### src/rtl/oeo_buf_ctrl.sv
// OEO recirculation buffer controller: queues packets that lost arbitration, requests a buffer per packet, replays on grant.
// Optional OEO_STATS_EN adds saturating commit/replay/drop counters (stat_in, stat_out, stat_drop).
module oeo_buf_ctrl #(
   parameter int unsigned PORTS      = 8,
   parameter int unsigned SLOT_SIZE  = 4,
   parameter int unsigned FIFO_DEPTH = 4,
   parameter int unsigned DATA_W     = 32
) (
   input  logic                          clk,
   input  logic                          rst,
   input  logic                          in_valid,
   input  logic [$clog2(PORTS)-1:0]      in_port,
   input  logic [DATA_W-1:0]             in_data,
   input  logic                          grant_valid,
   output logic                          req_valid,
   output logic [$clog2(PORTS)-1:0]      req_port,
   output logic                          out_valid,
   output logic [DATA_W-1:0]             out_data,
   output logic [$clog2(PORTS)-1:0]      out_port,
   output logic [$clog2(FIFO_DEPTH):0]   count,
   output logic                          full,
   output logic                          ovf
`ifdef OEO_STATS_EN
   ,
   output logic [15:0]                   stat_in,
   output logic [15:0]                   stat_out,
   output logic [15:0]                   stat_drop
`endif
);

   localparam int unsigned PW   = $clog2(PORTS);
   localparam int unsigned PTRW = $clog2(FIFO_DEPTH);
   localparam int unsigned SW   = (SLOT_SIZE > 1) ? $clog2(SLOT_SIZE) : 1;
   localparam int unsigned CW   = PTRW + 1;
   localparam logic [SW-1:0] LAST_WORD = SW'(SLOT_SIZE - 1);

   typedef enum logic [1:0] {IDLE, REQ, WAIT, XMIT} state_t;

   state_t              state_q, state_d;
   logic [PTRW-1:0]     wr_ptr_q, wr_ptr_d, rd_ptr_q, rd_ptr_d;
   logic [SW-1:0]       wr_word_q, wr_word_d, rd_word_q, rd_word_d;
   logic                drop_q, drop_d;
   logic [CW-1:0]       count_q, count_d;
   logic                full_q, full_d;
   logic                ovf_q, ovf_d;
   logic                req_valid_q, req_valid_d, out_valid_q, out_valid_d;
   logic [PW-1:0]       req_port_q, req_port_d, out_port_q, out_port_d;
   logic [DATA_W-1:0]   out_data_q, out_data_d;
   logic                first_w, pkt_drop, wr_en, commit, pop;

   logic [DATA_W-1:0]   mem_q  [FIFO_DEPTH][SLOT_SIZE];
   logic [PW-1:0]       dest_q [FIFO_DEPTH];

   // Ingress capture, replay FSM and registered output decode
   always_comb begin
      state_d   = state_q;
      rd_ptr_d  = rd_ptr_q;
      rd_word_d = rd_word_q;
      wr_ptr_d  = wr_ptr_q;
      wr_word_d = wr_word_q;
      drop_d    = drop_q;
      count_d   = count_q;
      wr_en     = 1'b0;
      commit    = 1'b0;
      pop       = 1'b0;
      first_w   = (wr_word_q == '0);
      pkt_drop  = first_w ? full_q : drop_q;
      ovf_d     = in_valid && first_w && full_q;

      if (in_valid) begin
         wr_en  = !pkt_drop;
         drop_d = pkt_drop;
         if (wr_word_q == LAST_WORD) begin
            wr_word_d = '0;
            commit    = !pkt_drop;
         end else begin
            wr_word_d = wr_word_q + SW'(1);
         end
      end
      if (commit) wr_ptr_d = wr_ptr_q + PTRW'(1);

      case (state_q)
         IDLE: if (count_q != '0) state_d = REQ;
         REQ:  state_d = WAIT;
         WAIT: if (grant_valid) begin
                  state_d   = XMIT;
                  rd_word_d = '0;
               end
         XMIT: if (rd_word_q == LAST_WORD) begin
                  pop       = 1'b1;
                  rd_ptr_d  = rd_ptr_q + PTRW'(1);
                  rd_word_d = '0;
                  state_d   = (count_q > CW'(1)) ? REQ : IDLE;
               end else begin
                  rd_word_d = rd_word_q + SW'(1);
               end
         default: state_d = IDLE;
      endcase

      if (commit && !pop)      count_d = count_q + CW'(1);
      else if (!commit && pop) count_d = count_q - CW'(1);
      full_d = (count_d == CW'(FIFO_DEPTH));

      req_valid_d = (state_d == REQ);
      req_port_d  = req_valid_d ? dest_q[rd_ptr_d] : '0;
      out_valid_d = (state_d == XMIT);
      out_port_d  = out_valid_d ? dest_q[rd_ptr_d] : '0;
      out_data_d  = out_valid_d ? mem_q[rd_ptr_d][rd_word_d] : '0;
   end

   always_ff @(posedge clk or negedge rst) begin
      if (!rst) begin
         state_q     <= IDLE;
         wr_ptr_q    <= '0;
         rd_ptr_q    <= '0;
         wr_word_q   <= '0;
         rd_word_q   <= '0;
         drop_q      <= 1'b0;
         count_q     <= '0;
         full_q      <= 1'b0;
         ovf_q       <= 1'b0;
         req_valid_q <= 1'b0;
         req_port_q  <= '0;
         out_valid_q <= 1'b0;
         out_port_q  <= '0;
         out_data_q  <= '0;
      end else begin
         state_q     <= state_d;
         wr_ptr_q    <= wr_ptr_d;
         rd_ptr_q    <= rd_ptr_d;
         wr_word_q   <= wr_word_d;
         rd_word_q   <= rd_word_d;
         drop_q      <= drop_d;
         count_q     <= count_d;
         full_q      <= full_d;
         ovf_q       <= ovf_d;
         req_valid_q <= req_valid_d;
         req_port_q  <= req_port_d;
         out_valid_q <= out_valid_d;
         out_port_q  <= out_port_d;
         out_data_q  <= out_data_d;
      end
   end

   // Packet storage needs no reset; the head slot is always committed before it is read
   always_ff @(posedge clk) begin
      if (wr_en) begin
         mem_q[wr_ptr_q][wr_word_q] <= in_data;
         if (first_w) dest_q[wr_ptr_q] <= in_port;
      end
   end

   assign req_valid = req_valid_q;
   assign req_port  = req_port_q;
   assign out_valid = out_valid_q;
   assign out_port  = out_port_q;
   assign out_data  = out_data_q;
   assign count     = count_q;
   assign full      = full_q;
   assign ovf       = ovf_q;

`ifdef OEO_STATS_EN
   logic [15:0] stat_in_q, stat_out_q, stat_drop_q;

   always_ff @(posedge clk or negedge rst) begin
      if (!rst) begin
         stat_in_q   <= '0;
         stat_out_q  <= '0;
         stat_drop_q <= '0;
      end else begin
         if (commit && (stat_in_q != 16'hFFFF))  stat_in_q   <= stat_in_q + 16'd1;
         if (pop && (stat_out_q != 16'hFFFF))    stat_out_q  <= stat_out_q + 16'd1;
         if (ovf_d && (stat_drop_q != 16'hFFFF)) stat_drop_q <= stat_drop_q + 16'd1;
      end
   end

   assign stat_in   = stat_in_q;
   assign stat_out  = stat_out_q;
   assign stat_drop = stat_drop_q;
`endif

endmodule

### config.mk
export PLATFORM = sky130hd
export DESIGN_NAME = oeo_buf_ctrl
export DESIGN_NICKNAME = d
export VERILOG_FILES = /design/src/rtl/oeo_buf_ctrl.sv
export SDC_FILE = /design/constraint.sdc
export NUM_CORES = 1
export LEC_CHECK = 0
export BUFFER_PORTS_ARGS = -buffer_cell sky130_fd_sc_hd__buf_2
export CAP_MARGIN = 40
export CORE_AREA = 2 2 177 352
export CTS_BUF_LIST = sky130_fd_sc_hd__clkbuf_2
export CTS_CLUSTER_DIAMETER = 200
export DETAILED_ROUTE_END_ITERATION = 6
export DIE_AREA = 0 0 179 354
export PLACE_DENSITY = 0.68
export SKIP_CTS_REPAIR_TIMING = 1
export SLEW_MARGIN = 20
export SYNTH_ARGS = -nofsm -noshare
export SYNTH_HDL_FRONTEND = slang
export SYNTH_SLANG_ARGS = --single-unit
### constraint.sdc
create_clock -name clk -period 4.38 [get_ports clk]
set_input_delay 1.314 -clock clk [delete_from_list [all_inputs] [get_ports clk]]
set_output_delay 1.314 -clock clk [all_outputs]
set_load 0.01 [all_outputs]
### Yosys cells after proc, flatten, opt, wreduce, memory -nomap -nowiden

Memories as Yosys holds them, arrays and structs flattened.
Cells that the tools add are included.

| storage, ports and cells | value |
|---|---|
| memories | 2 |
| word-level logic and storage cells | 79 |
| memory bits (writable) | 524 |
| bits in registers | 56 |
| input bits | 39 |
| output and inout bits | 45 |

Memories:

| name | depth | bits a word | rd ports | clocked after Yosys merged registers in | write ports | line | source |
|---|---|---|---|---|---|---|---|
| mem_q | 4 | 128 | 1 | 0 | 1 | 51 | `logic [DATA_W-1:0] mem_q [FIFO_DEPTH][SLOT_SIZE];` |
| dest_q | 4 | 3 | 1 | 0 | 1 | 52 | `logic [PW-1:0] dest_q [FIFO_DEPTH];` |

| operators by class | value |
|---|---|
| reductions and logical operators | 11 |
| $add $sub $neg | 6 |
| equality and inequality tests | 8 |
| bitwise gates (word level) | 2 |
| multiplexer cells | 32 |
| magnitude comparators | 4 |

Operators by type and width:

| kind | count |
|---|---|
| $mux 128 | 1 |
| $mux 32 | 4 |
| $bmux 32 s2 | 1 |
| $demux 32 s2 | 1 |
| $mux 2 | 8 |
| $mux 3 | 4 |
| $mux 1 | 11 |
| $eq 2x2->1 const B | 5 |
| $add 2x1->2 const B | 4 |
| $pmux 2 s4 | 1 |
| $ge 3x3->1 const B | 2 |
| $not 2->3 | 2 |
| $logic_and 1x1->1 | 5 |
| $eq 2x1->1 const B | 2 |
| $logic_not 2->1 | 2 |
| $pmux 2 s2 | 1 |
| $add 3x1->3 const B | 1 |
| $eq 3x3->1 const B | 1 |
| $gt 3x1->1 const B | 1 |
| $logic_not 1->1 | 3 |
| $lt 3x1->1 const B | 1 |
| $reduce_bool 3->1 | 1 |
| $sub 3x1->3 const B | 1 |

### Longest topological paths before layout

Gate-level depths: netlist (run 1).

| depth | value |
|---|---|
| depth in word-level cells | 10 |
| gate-level depth with buffers | 12 |
| gate-level depth less buffers | 7 |

### Least setup slack after synthesis (run 1)

OpenSTA, ideal clock, no wires.

| timing | value |
|---|---|
| path kind | input port to flip-flop |
| from | input port in_valid |
| to | memory dest_q[2][0] (netlist bit) (enable) |
| stages on the path | 2 |
| slack | 0.084 ns |
| required time | 3.909 ns |
| data arrival time | 3.825 ns |
| setup time | 0.471 ns |
| path buffers | 0 |
| cell sequence | nand2_1 nor3_1 |

| between the ends | value |
|---|---|
| longest elaborated chain between the ends | 3 |

RTL lines:

| item | line | source |
|---|---|---|
| from (decl) | 11 | `input logic in_valid,` |
| $mux 1 | 70 | `if (in_valid) begin` |
| $mux 1 | 147 | `if (wr_en) begin` |
| $mux 1 (not written as such) | 149 | `if (first_w) dest_q[wr_ptr_q] <= in_port;` |
| to (decl) | 52 |  |

Every way passes these cells.

### Worst setup path after layout (run 1)

| timing | value |
|---|---|
| from | register full_q (netlist: full) |
| to | output port full |

RTL lines:

| item | line | source |
|---|---|---|
| from (decl) | 44 | `logic full_q, full_d;` |
| from (signal assigned) | 135 | `full_q <= full_d;` |
| to (decl) | 21 | `output logic full,` |

No word-level cell between the ends.

==> flow_summary.json, run 1 <==
{
  "status": "completed",
  "grt_pass1_vias": 18980,
  "max-vdd-ir-drop_mv": 0.4302,
  "clockRootBuffer": "clkbuf_2",
  "cp-end-kind": "output port",
  "switching_share": 0.3931,
  "synth_top_area_share": 0.5830,
  "antenna_found_initial": 2,
  "pre_cts_slack_ns": 1.140,
  "finalSetupViolCount": 0,
  "io_pins": 84,
  "die_w_um": 179,
  "crit_family": "flip-flops",
  "port-buffer-count": 83,
  "place_area_um2": 28350,
  "routed-via-count": 17730,
  "grt_overflow": 0,
  "p_leak_nw": 10.10,
  "vias_per_cell": 6.159,
  "pwr-share-clk": 0.191,
  "drtIter0Drc": 1236,
  "timing.final.ws_setup_ns": 1.135,
  "fillers": 5147,
  "ant_nets": 0,
  "synth_area_um2": 26990,
  "finalWirelength_um": 70730,
  "clockBufferDepth": 3,
  "min_path_type": "input pin to flip-flop",
  "numCtsBuffers": 121,
  "p_switching_mw": 6.879,
  "fin_crit_sh": 0.7408,
  "ys_seq_area_frac": 0.6349,
  "relSlewSlack": 0.4377,
  "clk_pin_slew_ns": 0.11,
  "yosys-top-cells-area": "edfxtp_1 (58%), mux2i_1 (7.2%), mux4_2 (5.4%)",
  "grt_max_degree": 90,
  "synth_edf_count": 524,
  "async_flop_share": 0.09655,
  "first_pass_iters": 5,
  "row_count": 128,
  "syn_nets": 1939,
  "core_um2": 60700,
  "synth_cells": 1887,
  "cts_tree": "done",
  "cts.sinks": 580,
  "hold_violations": 0,
  "powerDensity_nw_per_um2": 592.9,
  "clkLatencyLatePin_ns": 1.23,
  "path_buf_inv": 1,
  "drc": 0,
  "htreeDepth": 3,
  "cpPeakStageDelay_ns": 0.54,
  "crit_type": "flip-flop to output port",
  "p_comb_frac": 0.399,
  "cp-start-kind": "flip-flop",
  "ys_ff_latch": 580,
  "crit_chain": "buf_2",
  "areaGrowthSynthToFinish_pct": 9.365,
  "slowest_stage": "dfrtp_1",
  "synth_top_area_cell": "edfxtp_1",
  "worstPathRequired_ns": 3.07,
  "hold_ws_ns": 0.3018,
  "die_h_um": 354,
  "grt_pass1_wl_um": 107200,
  "ys_warn_count": 0,
  "finalMaxSlewViolations": 0,
  "fmax_mhz": 308.2,
  "stdcell_area_um2": 29520,
  "place.detailed.instances": 2650,
  "dieArea_um2": 63370,
  "cap_violations": 0,
  "cp.arrival_ns": 1.93,
  "worstMarginPinSlew_ns": 0.8435,
  "rsz0062_at_grt": "no",
  "num-nets-final": 2046,
  "hpwl_um": 43420,
  "p_int_mw": 10.62,
  "initial_core_util": 0.4447,
  "min_period_ns": 3.245,
  "wl_per_cell_um": 24.57,
  "ys_types": 59,
  "finClkSkew_ns": 0.08641,
  "fin_cells": 2879,
  "synthFlopType": "edfxtp_1",
  "synth.avg_cell_area_um2": 14.30,
  "setup_tns_ns": 0,
  "seqPwrFrac": 0.410,
  "gp_congestion": 0.8123,
  "path_max_fanout": 7,
  "track_usage": 0.2261,
  "drive_gt1_frac": 0.2255
}
registers in the layout, summed over array words and instances (netlist names):
register   count
count          3
dest_q        12
drop_q         1
full           1
mem_q        512
out_data      32
out_port       3
out_valid      1
ovf            1
rd_ptr_q       2
rd_word_q      2
req_port       3
req_valid      1
state_q        2
wr_ptr_q       2
wr_word_q      2
layout make-up:
cell class | instances | area [um2] | share of cell area
clock buffer | 183 | 915.9 | 0.03103
inverter | 18 | 70.07 | 0.002374
multi-input combinational | 1121 | 9052 | 0.3067
timing repair buffer | 152 | 1111 | 0.03764
antenna | 1 | 2.502 | 0.00008478
clock inverter | 44 | 242.7 | 0.008223
sequential | 580 | 17150 | 0.5809
tap | 780 | 975.9 | 0.03306
kinds of logic after synthesis:
| kind of cell | share of synthesized area |
|---|---|
| flops | 0.6349 |
| compound gates | 0.1089 |
| simple gates | 0.08433 |
| mux | 0.1274 |
| xor+xnor | 0.002225 |
| fa+ha+maj | 0.006769 |
| buf+inv | 0.03542 |
cell usage in the layout (no fill, tap or decap), types with 31 or more instances in the layout:
cell type and instances:
a211oi_1 31, a21boi_0 31, a21oi_1 33, a31oi_1 63, and4_1 31, buf_2 82
buf_4 57, clkbuf_2 183, dfrtp_1 52, edfxtp_1 524, mux2i_1 195, mux4_2 65
nand2_1 138, nand3_1 36, nand3b_1 31, nand4_1 32, nor2_1 68, o21ai_0 49
o22ai_1 32, o311a_1 31
layer usage:
layer	wire, um	share of wire	vias up	GRT usage
li1	-	-	7792	-
met5	0	0	-	0
met2	39020	0.55	656	0.4155
met1	24240	0.34	9069	0.2356
met3	3887	0.055	214	0.04220
met4	3586	0.051	0	0.1296
cells in the mapped netlist (all sizes together), types with 2 or more instances:
cell type and n:
a221oi 31, a311o 2, xnor2 5, o2111ai 2, and4 31, or3 30
nand3 37, a21oi 33, a211o 30, clkbuf 96, inv 18, a311oi 30
edfxtp 524, nand4 32, o311a 31, nor2b 9, nor3b 3, a21boi 31
mux4 65, nand2 138, mux2 2, mux2i 195, nand3b 31, ha 13
o22ai 32, nand2b 30, and2 4, and3 3, buf 72, a211oi 31
dfrtp 56, o21ai 74, nor3 6, maj3 2, nor2 82, a31oi 63
stage by stage:
stage / power (mW) / util
after floorplan: 11.99 / -
after global placement: 13.96 / 0.4656
after detailed placement: 14.27 / 0.4670
after CTS: 17.61 / 0.4861
after global routing: 18.41 / 0.4863
final: 17.50 / 0.4863
power groups by stage:
| stage | Combinational [mW] | Sequential, mW | Clock [mW] |
|---|---|---|---|
| 5_1_grt | 7.48 | 7.25 | 3.68 |
| 6_report | 6.98 | 7.18 | 3.34 |
| 3_3_place_gp | 6.69 | 7.27 | 0 |
| 2_1_floorplan | 4.83 | 7.15 | 0 |
| 3_5_place_dp | 6.96 | 7.31 | 0 |
| 4_1_cts | 6.98 | 7.18 | 3.45 |
worst register-to-register path: stages, from the launching register on:
cell	delay (ns)
dfrtp_1	0.44
ha_2	0.44
and3_4	0.59
buf_4	0.54
mux4_2	0.59
o21ai_0	0.20
a211o_1	0.14
nand4_1	0.09
worst paths after layout:
check                              from           end  slack [ns]  cells past startpoint
hold reg to reg                  drop_q        drop_q        0.51                      1
hold / removal               in_port[1]  dest_q[3][1]        0.30                      1
setup reg to reg           rd_word_q[0]  out_data[10]        1.22                      7
min in group asynchronous           rst  out_data[13]        0.53                      2
setup / recovery                   full          full        1.14                      1
max in group asynchronous           rst   rd_ptr_q[1]        3.25                      3
No activity file was read; power rests on OpenSTA's default activity.
==> run 2: changes to the inputs <==
- ABC_AREA: default -> 1
- CORE_AREA: 2 2 177 352 -> 2 2 163 325
- DIE_AREA: 0 0 179 354 -> 0 0 165 327
- PLACE_DENSITY: 0.68 -> 0.69
- clock period: 4.38 -> 3.1 ns (I/O delays scaled with it)
==> run 2 against run 1 <==
  * Area after synthesis shrank 15%
  * Sequential power grew 37%
  * Wire length fell by 20%
  * Combinational power increased by 59%
  * Design area shrank 13%
  * Sequential share of layout area up 8.5 points
  * First-iteration DRC count up 5.8%
  * Non-clock buffer count decreased by 13
  * Global-route usage is 1.2 points lower
  * Die area decreased by 15%
  * Clock skew shrank 0.022 ns
  * Critical path type unchanged
  * Largest cell class unchanged
  * Highest routed layer unchanged
==> flow_summary.json, run 2 <==
{
  "synth_edf_count": 524,
  "final_common_cell": "nand2_1",
  "place.detailed.instances": 2595,
  "synth_top_cells_by_count": "nand2_1 (571), edfxtp_1 (524), nand3_1 (394)",
  "hold_violations": 0,
  "clockRootBuffer": "clkbuf_2",
  "hpwl_um": 32620,
  "clockBufferDepth": 3,
  "die_w_um": 165,
  "synthFlopType": "edfxtp_1",
  "core_um2": 51530,
  "htreeDepth": 3,
  "grt_pass1_wl_um": 86510,
  "grt_pass1_vias": 15800,
  "areaGrowthSynthToFinish_pct": 12.17,
  "num-nets-final": 2106,
  "row_count": 118,
  "synth_top_area_share": 0.6854,
  "relSlewSlack": 0.5955,
  "final_util": 0.4998,
  "routed-via-count": 15340,
  "rsz0062_at_grt": "no",
  "powerDensity_nw_per_um2": 982.7,
  "gp_congestion": 0.7912,
  "track_usage": 0.2143,
  "cp-start-kind": "flip-flop",
  "status": "completed",
  "path_buf_inv": 1,
  "io_pins": 84,
  "initial_core_util": 0.4455,
  "cpPeakStageDelay_ns": 0.49,
  "fin_cells": 2816,
  "cap_violations": 0,
  "ys_seq_area_frac": 0.7465,
  "path_max_fanout": 1,
  "drtIter0Drc": 1308,
  "grt_max_degree": 71,
  "wl_per_cell_um": 20.12,
  "post-synth-top-count-cell": "nand2_1",
  "worstReg2RegStart": "rd_word_q[0]",
  "fmax_mhz": 372.9,
  "antenna_found_initial": 2,
  "crit_chain": "buf_2",
  "ys_ff_latch": 580,
  "slowest_stage": "dfrtp_1",
  "ys_warn_count": 0,
  "synth_top_area_cell": "edfxtp_1",
  "ys_types": 23,
  "worstMarginPinSlew_ns": 0.6068,
  "vias_per_cell": 5.447,
  "fin_crit_sh": 0.8650,
  "synth_cells": 1908,
  "synth.avg_cell_area_um2": 12.03,
  "hold_ws_ns": 0.08179,
  "yosys-top-cells-area": "edfxtp_1 (69%), nand2_1 (9.3%), nand3_1 (8.6%)",
  "finalSetupViolCount": 0,
  "cp-end-kind": "output port",
  "crit_family": "flip-flops",
  "dieArea_um2": 53960,
  "largest_reg_flops": 512,
  "worstPathRequired_ns": 2.17,
  "numCtsBuffers": 113,
  "worstHoldStart": "in_valid",
  "grt_overflow": 0,
  "min_path_type": "input pin to flip-flop",
  "syn_nets": 1960,
  "clk_pin_slew_ns": 0.11,
  "cp.arrival_ns": 1.75,
  "max-vdd-ir-drop_mv": 0.8745,
  "p_leak_nw": 9.798,
  "crit_type": "flip-flop to output port",
  "min_period_ns": 2.681,
  "startpoint": "out_data[4]",
  "async_flop_share": 0.09655,
  "clkLatencyLatePin_ns": 1.11,
  "cts_tree": "done",
  "die_h_um": 327,
  "regMostFlops": "mem_q",
  "finalMaxSlewViolations": 0,
  "drive_gt1_frac": 0.1578,
  "port-buffer-count": 83,
  "first_pass_iters": 5,
  "total_power_mw": 25.31,
  "cts.sinks": 580,
  "drc": 0,
  "finalWirelength_um": 56670,
  "ant_nets": 0,
  "layout_common_cells": "nand2_1 (570), edfxtp_1 (524), nand3_1 (394)",
  "synth_area_um2": 22960,
  "finClkSkew_ns": 0.06424
}
## run 2: cell families after synthesis
logic type / Yosys count / share of synthesized area
buffers and inverters: 152 / 0.02801
AO/OA/AOI/OAI: 84 / 0.01880
XOR/XNOR: 3 / 0.001145
flip-flops: 580 / 0.7465
AND/OR/NAND/NOR: 1076 / 0.1985
adder cells (fa/ha/maj): 13 / 0.007085
## run 2: path summary, 6_finish.rpt
path,end,slack [ns],depth (start not counted)
worst min register to register,drop_q,0.57,2
max in group asynchronous,out_data[15],2.19,3
min in group asynchronous,out_data[5],0.29,2
worst max-delay path,out_data[4],0.42,1
worst max register to register,out_data[17],0.44,11
worst min-delay path,wr_word_q[1],0.08,2
## run 2: stage by stage
stage | instance area (um2) | setup WS, ns | TNS (ns)
5_1_grt | 25750 | 0.2185 | 0
2_1_floorplan | 22990 | -0.2008 | -28.11
3_3_place_gp | 24600 | 0.4803 | 0
6_report | 25750 | 0.4187 | 0
3_5_place_dp | 24620 | 0.4391 | 0
4_1_cts | 25710 | 0.3064 | 0
## run 2: layer usage
layer	vias up	track usage	wire (um)
met5	-	0	0
met4	0	0.1367	3298
met3	205	0.03836	3489
met2	661	0.3909	30820
met1	7442	0.2213	19060
li1	7031	-	-
## run 2: cell type report
| cell class | instances | area, um2 |
|---|---|---|
| Timing Repair Buffer | 139 | 1186 |
| Sequential cell | 580 | 17140 |
| Clock inverter | 53 | 270.3 |
| Antenna cell | 2 | 5.005 |
| Clock buffer | 162 | 810.8 |
| Tap cell | 660 | 825.8 |
| Fill cell | 4338 | 25780 |
| Inverter | 44 | 165.2 |
| Multi-Input combinational cell | 1176 | 5351 |
## run 2: where the power goes
part           leakage (nW)  switching, mW  total (mW)  internal [mW]
Clock                 0.817           2.81        4.42           1.60
Sequential             5.44          0.310        9.81           9.50
Combinational          3.54           7.76        11.1           3.32
==> run 3: changes to the inputs <==
- REMOVE_ABC_BUFFERS: default -> 1
- SKIP_CTS_REPAIR_TIMING: 1 -> default
==> run 3 against run 2 <==
  * Clock power rose by 1%
  * Largest cell class unchanged
  * Critical endpoint is now out_data[1]
  * Worst setup slack better by 0.052 ns
  * Worst hold slack improved by 0.074 ns
  * Sequential share of layout area shrank 0.20 points
  * Global-route usage about the same
==> flow_summary.json, run 3 (synthesis gave the netlist of run 2 again) <==
{
  "status": "completed",
  "min_path_type": "input pin to flip-flop",
  "initial_core_util": 0.4455,
  "worstPathRequired_ns": 2.17,
  "p_leak_nw": 9.843,
  "fin_crit_sh": 0.8480,
  "layout_common_cells": "nand2_1 (570), edfxtp_1 (524), nand3_1 (394)",
  "dieArea_um2": 53960,
  "path_buf_inv": 1,
  "drtIter0Drc": 1171,
  "track_usage": 0.2140,
  "fin_cells": 2823,
  "die_w_um": 165,
  "cts_tree": "done",
  "antenna_found_initial": 3,
  "clockBufferDepth": 3,
  "vias_per_cell": 5.429,
  "ff2ff_setup_slack_ns": 0.51,
  "gp_congestion": 0.7971,
  "grt_max_degree": 69,
  "fmax_mhz": 380.4,
  "clk_pin_slew_ns": 0.13,
  "clockRootBuffer": "clkbuf_2",
  "crit_family": "flip-flops",
  "final_common_cell": "nand2_1",
  "finalWirelength_um": 56680,
  "crit_type": "flip-flop to output port",
  "areaGrowthSynthToFinish_pct": 12.51,
  "seq_area_um2": 17140,
  "post_cts_resized": 0,
  "worstMarginPinSlew_ns": 0.5370,
  "grt_pass1_wl_um": 87020,
  "place_area_um2": 24680,
  "cts.sinks": 580,
  "relSlewSlack": 0.6420,
  "rsz0062_at_grt": "no",
  "min_period_ns": 2.629,
  "io_pins": 84,
  "row_count": 118,
  "routed-via-count": 15330,
  "powerDensity_nw_per_um2": 985.1,
  "finalMaxSlewViolations": 0,
  "postCtsSetupBuffers": 0,
  "htreeDepth": 3,
  "total_power_mw": 25.44,
  "crit_chain": "buf_2",
  "clkLatencyLatePin_ns": 1.13,
  "drive_gt1_frac": 0.1605,
  "cp.arrival_ns": 1.70,
  "wl_per_cell_um": 20.08,
  "place.detailed.instances": 2606,
  "core_um2": 51530,
  "port-buffer-count": 83,
  "max-vdd-ir-drop_mv": 0.9748,
  "fillers": 4394,
  "path_max_fanout": 1,
  "finalSetupViolCount": 0,
  "stdcell_area_um2": 25830,
  "cpPeakStageDelay_ns": 0.42,
  "cp-end-kind": "output port",
  "grt_pass1_vias": 15720,
  "grt_overflow": 0,
  "slowest_stage": "dfrtp_1",
  "first_pass_iters": 5,
  "cp-start-kind": "flip-flop",
  "numCtsBuffers": 113,
  "largest_reg_flops": 512,
  "hpwl_um": 31870,
  "drc": 0,
  "num-nets-final": 2118,
  "cap_violations": 0,
  "ant_nets": 0,
  "finClkSkew_ns": 0.06596,
  "hold_violations": 0,
  "die_h_um": 327,
  "multi_input_area_um2": 5351,
  "regMostFlops": "mem_q"
}
[run 3: area by class of cell]
type,instances,area share
flip-flops and latches,580,0.6635
multi-input cells,1176,0.2072
repair buffers,151,0.04854
well taps,660,0.03197
clock buffers,154,0.02984
clock inverters,57,0.01250
inverters,44,0.006394
diodes,1,0.00009689
[run 3: report_power, final]
group	switching, mW	internal [mW]	leakage [nW]
clock network	2.83	1.64	0.806
logic	7.79	3.40	3.59
registers	0.278	9.50	5.44
total	10.9	14.5	9.84
[run 3: timing repair]
action                                  CTS  global route
endpoints found under the setup margin    0             0
hold buffers                              5             0
endpoints found under the hold margin    44             0
[run 3: layer usage]
layer,up-vias,wire length [um],global-route usage
met5,-,24,0
met4,4,2550,0.1119
met3,165,3630,0.03912
met2,622,29840,0.3785
met1,7466,20640,0.2431
li1,7070,-,-
[run 3: final timing paths]
| check | startpoint | end | cells past startpoint |
|---|---|---|---|
| max in group asynchronous | rst | out_data[3] | 3 |
| worst max register to register | wr_word_q[0] | mem_q[3][101] | 8 |
| worst min-delay path | in_data[9] | mem_q[2][105] | 1 |
| min in group asynchronous | rst | out_data[14] | 2 |
| worst max-delay path | out_data[1] | out_data[1] | 1 |
| worst min register to register | wr_word_q[0] | wr_word_q[0] | 2 |
[run 3: per-stage QoR]
stage / setup TNS, ns / setup WS [ns] / util / hold slack (ns)
floorplan: -135.92 / -1.988 / - / 0.4665
global placement: 0 / 0.4528 / 0.4790 / 0.5312
detailed placement: 0 / 0.3631 / 0.4790 / 0.5273
CTS: 0 / 0.3361 / 0.5012 / 0.02514
global route: 0 / 0.3445 / 0.5013 / 0.04305
finish: 0 / 0.4711 / 0.5013 / 0.1561
